===== src/rtl/coe_accum.sv =====
// Packet accumulator: sums unsigned coefficient words into a guarded, saturating
// accumulator and presents one {sum, count, overflow} result per packet.
`ifndef W_COE
`define W_COE 8
`endif

module coe_accum #(
  parameter int WIDTH = `W_COE,
  parameter int GUARD = 4,
  parameter int CNT_W = 8
) (
  input  logic                   clk,
  input  logic                   rst,
  input  logic                   clr,
  input  logic                   in_valid,
  output logic                   in_ready,
  input  logic [WIDTH-1:0]       in_data,
  input  logic                   in_last,
  output logic                   out_valid,
  input  logic                   out_ready,
  output logic [WIDTH+GUARD-1:0] out_sum,
  output logic [CNT_W-1:0]       out_cnt,
  output logic                   out_ovf
);

  localparam int ACC_W = WIDTH + GUARD;

  typedef enum logic {
    ACC,
    HOLD
  } state_t;

  state_t           state;
  logic [ACC_W-1:0] acc;
  logic [CNT_W-1:0] cnt;
  logic             ovf;

  logic             beat;
  logic [ACC_W:0]   sum_wide;
  logic [ACC_W-1:0] acc_next;
  logic [CNT_W-1:0] cnt_next;
  logic             ovf_next;

  // Ready is purely a function of state and clr so it never loops back on in_valid.
  assign in_ready = (state == ACC) && !clr;
  assign beat     = in_valid && in_ready;

  // The extra carry bit detects wrap; a saturated acc stays all-ones because any
  // further nonzero word carries out again and a zero word leaves it unchanged.
  always_comb begin
    sum_wide = {1'b0, acc} + {{(GUARD + 1){1'b0}}, in_data};
    acc_next = sum_wide[ACC_W] ? {ACC_W{1'b1}} : sum_wide[ACC_W-1:0];
    ovf_next = ovf | sum_wide[ACC_W];
    cnt_next = (cnt == {CNT_W{1'b1}}) ? cnt : cnt + CNT_W'(1);
  end

  // NOTE: sequential state uses non-blocking assignments so every register samples
  // pre-edge values regardless of statement order inside the block.
  always_ff @(posedge clk) begin
    if (rst) begin
      state     <= ACC;
      acc       <= '0;
      cnt       <= '0;
      ovf       <= 1'b0;
      out_valid <= 1'b0;
      out_sum   <= '0;
      out_cnt   <= '0;
      out_ovf   <= 1'b0;
    end else begin
      case (state)
        ACC: begin
          if (clr) begin
            acc <= '0;
            cnt <= '0;
            ovf <= 1'b0;
          end else if (beat) begin
            if (in_last) begin
              out_sum   <= acc_next;
              out_cnt   <= cnt_next;
              out_ovf   <= ovf_next;
              out_valid <= 1'b1;
              acc       <= '0;
              cnt       <= '0;
              ovf       <= 1'b0;
              state     <= HOLD;
            end else begin
              acc <= acc_next;
              cnt <= cnt_next;
              ovf <= ovf_next;
            end
          end
        end
        HOLD: begin
          // Result stays on out_* after the handshake; only out_valid drops.
          if (out_valid && out_ready) begin
            out_valid <= 1'b0;
            state     <= ACC;
          end
        end
        default: state <= ACC;
      endcase
    end
  end

endmodule


===== config.mk =====
export PLATFORM = sky130hd
export DESIGN_NAME = coe_accum
export DESIGN_NICKNAME = d
export VERILOG_FILES = /design/src/rtl/coe_accum.sv
export SDC_FILE = /design/constraint.sdc
export NUM_CORES = 1
export LEC_CHECK = 0
export CELL_PAD_IN_SITES_DETAIL_PLACEMENT = 1
export CELL_PAD_IN_SITES_GLOBAL_PLACEMENT = 1
export CORE_MARGIN = 4
export CORE_UTILIZATION = 37
export CTS_BUF_LIST = sky130_fd_sc_hd__clkbuf_8
export CTS_CLUSTER_DIAMETER = 80
export DETAILED_ROUTE_END_ITERATION = 10
export GPL_TIMING_DRIVEN = 0
export PLACE_DENSITY = 0.84
export REMOVE_ABC_BUFFERS = 1
export SYNTH_ARGS = -nofsm -noshare
export SYNTH_HDL_FRONTEND = slang
export SYNTH_SLANG_ARGS = --single-unit

===== constraint.sdc =====
create_clock -name clk -period 2.1 [get_ports clk]
set_input_delay 0.315 -clock clk [delete_from_list [all_inputs] [get_ports clk]]
set_output_delay 0.315 -clock clk [all_outputs]
set_load 0.02 [all_outputs]

Word-level counts from Yosys, hierarchy flattened
Cells that the tools add are included.
{"block": "word_totals", "register_bits": 44, "out_inout_bits": 23}
{"block": "classes", "addsub": 2, "n_eq_ne": 5, "muxes": 21, "n_bitwise": 3, "n_reduce_logical": 8}
{"operator": "$mux W12", "count": 4}
{"operator": "$mux W8", "count": 4}
{"operator": "$add A12 B8 Y13", "count": 1}
{"operator": "$mux W1", "count": 11}
{"operator": "$add A8 B1 Y8 const B", "count": 1}
{"operator": "$eq A8 B8 Y1 const B", "count": 1}
{"operator": "$reduce_and A4 Y1", "count": 2}
{"operator": "$ne A2 B2 Y1 const B", "count": 3}
{"operator": "$pmux W1 S2", "count": 2}
{"operator": "$logic_and A1 B1 Y1", "count": 3}
{"operator": "$ne A2 B1 Y1 const B", "count": 1}
{"operator": "$not A1 Y1", "count": 2}
{"operator": "$reduce_and A2 Y1", "count": 1}
{"operator": "$reduce_bool A2 Y1", "count": 1}
{"operator": "$logic_not A1 Y1", "count": 1}
{"operator": "$or A1 B1 Y1", "count": 1}

Longest topological paths before layout
{"block": "depth", "ltp_word": 6, "mapped_depth": 8, "mapped_depth_nobuf": 7}

Worst setup path before layout
OpenSTA, ideal clock, no wires.
{"block": "synth_timing", "path_type": "input-to-reg", "startpoint": "input in_data[0]", "endpoint": "register out_sum[11]", "setup_ns": 0.132, "arrival_time_ns": 2.003, "t_required_ns": 1.968, "setup_slack_ns": -0.035, "stages": 8, "cell_sequence": "ha_1 > fa_1 > a211oi_2 > nor3_2 > o2111a_2 > buf_6 > nor3_1 > nor3_1"}
{"block": "synth_between", "elab_chain_cells": 2}
{"item": "start, declared", "line_no": "17", "source": "input logic [WIDTH-1:0] in_data,"}
{"item": "$add A12 B8 Y13", "line_no": "51", "source": "sum_wide = {1'b0, acc} + {{(GUARD + 1){1'b0}}, in_data};"}
{"item": "$mux W12", "line_no": "52", "source": "acc_next = sum_wide[ACC_W] ? {ACC_W{1'b1}} : sum_wide[ACC_W-1:0];"}
{"item": "end signal, assigned", "line_no": "78", "source": "out_sum <= acc_next;"}
{"item": "end, declared", "line_no": "21", "source": "output logic [WIDTH+GUARD-1:0] out_sum,"}
Every way passes these cells.
A chain may end at the register's enable or synchronous reset.

Worst setup path in the final report
{"block": "layout_timing", "startpoint": "register acc[0]", "endpoint": "register out_sum[7]"}
{"block": "layout_between", "elab_chain_cells": 2}
{"item": "start, declared", "line_no": "34", "source": "logic [ACC_W-1:0] acc;"}
{"item": "start signal, assigned", "line_no": "87", "source": "acc <= acc_next;"}
{"item": "$add A12 B8 Y13", "line_no": "51"}
{"item": "$mux W12", "line_no": "52"}
Every way passes these cells.

==> impl_metrics.csv <==
group,metric,value,unit
cts,htreeDepth,2,
worst_setup_path,endpoint_kind,"flop",
routing,vias,2294,
synth,synthMuxAreaShare,0.004315,
place,hpwl,4339,um
place,port_buffers,36,
global_route,gr-total-overflow,0,
place,gp_congestion,0.8301,
sta,tightest_slew,727.3,ps
routing,drc,0,
status,status,"finished with violations",
layout,drive_gt1_frac,0.1830,
synth,synth_area,2320,sq um
layout,n_antenna_cell,0,
worst_hold_path,hold_path_class,"reg -> reg",
floorplanning,die_area,7600,sq um
cts,clkLatencyLatePin,300,ps
synth,synthTopCellsByArea,"dfxtp_1 (38%), a21oi_1 (5.6%), nor2_1 (5.2%)",
synth,yosys_warnings,0,
flow_run,cap_violations,0,
worst_setup_path,path_class,"reg -> reg",
worst_hold_path,min_path_cells,2,
sta,maxSlewHeadroom,0.5151,
status,failed_checks,"negative setup slack",
floorplanning,die_h,87.18,um
sta,clock.fmax,0.4730,GHz
floorplanning,coreArea,5991,sq um
synth,synthCells,280,
floorplanning,die_x,87.18,um
layout,layout.nets,340,
global_route,antenna_found_initial,0,
synth,yosys.area_share.simple,0.2233,
routing,wl_per_cell,18.67,um
global_route,grt_pass1_wl,11500,um
cts,cts_sinks,44,
worst_setup_path,reg2reg_depth,7,
power,power_leakage,1.039,nW
place,preCtsSetupSlack,-850.6,ps
synth,syn_avg_cell_area,8.285,sq um
worst_setup_path,cp-start-kind,"flop",
power,p_per_area,569.5,nW/um^2
worst_setup_path,r2r_end,"out_sum[7]",
routing,firstDrtPassIters,4,
worst_setup_path,critPathMaxFanout,6,
synth,synth_area_leader_cell,"dfxtp_1",
cts,cts_root_buf,"clkbuf_8",
synth,synth_seq_cells,44,
global_route,grt_max_degree,37,
power,power,1.747,mW
layout,fillCellCount,702,
floorplanning,start_util,0.3872,
worst_setup_path,r2r-start,"acc[0]",
global_route,grt_use_total,0.1909,
worst_setup_path,worstPathRequired,2270,ps
sta,clock_skew,12.25,ps
layout,area_delta_synth_final,32.25,%
synth,synth_compound_area_frac,0.2654,
synth,yosysSeqAreaShare,0.3797,
sta,fin_worst_hold_slack,453.4,ps
routing,wirelength,7320,um
global_route,grt_pass1_vias,2338,
worst_hold_path,hold_start,"out_cnt[6]",
worst_hold_path,worstHoldEndpoint,"out_cnt[6]",
sta,maxSlewViolCount,0,
sta,grt_setup_unrepaired,"yes",
floorplanning,num_io_pins,37,
synth,synth_xor_area_frac,0.03398,
routing,drtAntennaViolNets,0,
synth,synth_top_cell_area_share,0.3797,
sta,fin_crit_sh,1.007,
sta,setup_viol,3,
synth,synth_common_cells,"dfxtp_1 (44), nor2_1 (32), nand2_1 (31)",
worst_setup_path,cp_data_arrival_time,2280,ps
floorplanning,rows,28,
sta,period_minus_slack,2114,ps
cts,cts_tree,"yes",
cts,numCtsBuffers,5,
cts,cts_buffer_depth,2,
routing,via_per_inst,5.852,
synth,synth_edf_count,0,
synth,yosysMostFrequentCell,"dfxtp_1",
layout,post-route-util,0.5121,
synth,async_flop_share,0,
synth,synthFlopType,"dfxtp_1",
routing,initialDrtViolationCount,198,
worst_setup_path,regToRegSetupSlack,-10,ps
cts,ctsHoldBuffers,0,
sta,hold_viol_final,0,
synth,synth_top_family_by_area,"compound AO/OA/AOI/OAI gates",
cts,cts.clk_slew.worst_paths,90,ps
sta,fin_ws,-14.23,ps
synth,synthAdderAreaFrac,0.05717,
synth,yosys.cell_types.count,51,
power,peakVddDrop,0.3981,mV
-- per-stage QoR --
step / setup TNS (ps) / instance area [sq um] / cells
global route: -801.9 / 3068 / 392
detailed placement: -23100 / 2705 / 376
floorplan: -20.33 / 2251 / 265
CTS: -16.50 / 2895 / 389
finish: -32.28 / 3068 / 392
global placement: -21270 / 2705 / 376
-- how the worst max path moves through the flow --
stage	start	end	slack (ps)	depth (start not counted)
finish	acc[0]	out_sum[7]	-10	7
global route	acc[0]	acc[7]	-90	7
detailed placement	rst	acc[11]	-850	4
floorplan	in_data[0]	out_sum[7]	-20	7
global placement	rst	acc[11]	-750	4
CTS	rst	acc[11]	-10	4
-- where the power goes --
| group | switching (mW) | internal, mW | leakage [nW] |
|---|---|---|---|
| clock network | 0.303 | 0.263 | 0.0510 |
| logic | 0.177 | 0.132 | 0.631 |
| registers | 0.0156 | 0.856 | 0.357 |
-- cells in the final DEF (no fill, tap or decap), drive strengths merged, types with 5 or more instances in the layout --
cell	Yosys	layout
a211oi	12	12
buf	6	8
dfxtp	44	44
o211ai	8	8
clkdlybuf4s50	0	33
nor2	34	34
xor2	5	5
ha	9	9
a21oi	26	26
nor3	15	15
o21ai	18	18
nand3	5	5
nand2	31	31
clkbuf	9	6
-- worst max-delay path: stages, from the launching register on --
cell and delay (ps):
dfxtp_2 340, ha_4 160, fa_2 370, a211oi_4 330, nor3_4 90, o2111a_2 340
a31oi_2 240, a211oi_2 100
-- per-layer routing --
layer,global-route usage,vias up,share of wire
met3,0.03217,10,0.050
met1,0.2480,1123,0.44
met4,0.06555,0,0.018
li1,-,1093,-
met2,0.3195,68,0.49
met5,0,-,0
-- sequential cells by signal, summed over array words and instances, names as in the netlist --
register and flops:
ovf 1, state 1, out_sum 12, out_ovf 1
out_valid 1, acc 12, out_cnt 8, cnt 8
-- logic make-up (layout without fill, tap and decap cells) --
| family | count (synthesis) | in the layout |
|---|---|---|
| and+or+nand+nor | 107 | 107 |
| adders and majority gates | 10 | 10 |
| muxes | 1 | 1 |
| DFF | 44 | 44 |
| AOI/OAI and AO/OA | 90 | 91 |
| buffers and inverters | 19 | 55 |
| xor gates and xnor gates | 9 | 9 |
-- what timing repair did --
action / in CTS / in global routing
gates cloned: 1 / 0
gates resized for setup: 19 / 29
pin swaps: 5 / 9
setup buffers: 4 / 3
setup endpoints to repair: 36 / 22
-- area by class of cell --
class	instances	area, sq um	share of cell area
Multi-Input combinational cell	218	1575	0.5135
Tap cell	75	93.84	0.03059
Timing Repair Buffer	43	409.1	0.1334
Clock buffer	6	82.58	0.02692
Clock inverter	2	10.01	0.003263
Sequential cell	44	882.1	0.2875
Inverter	4	15.01	0.004894
Note: power is estimated with default switching activity, not from simulation.
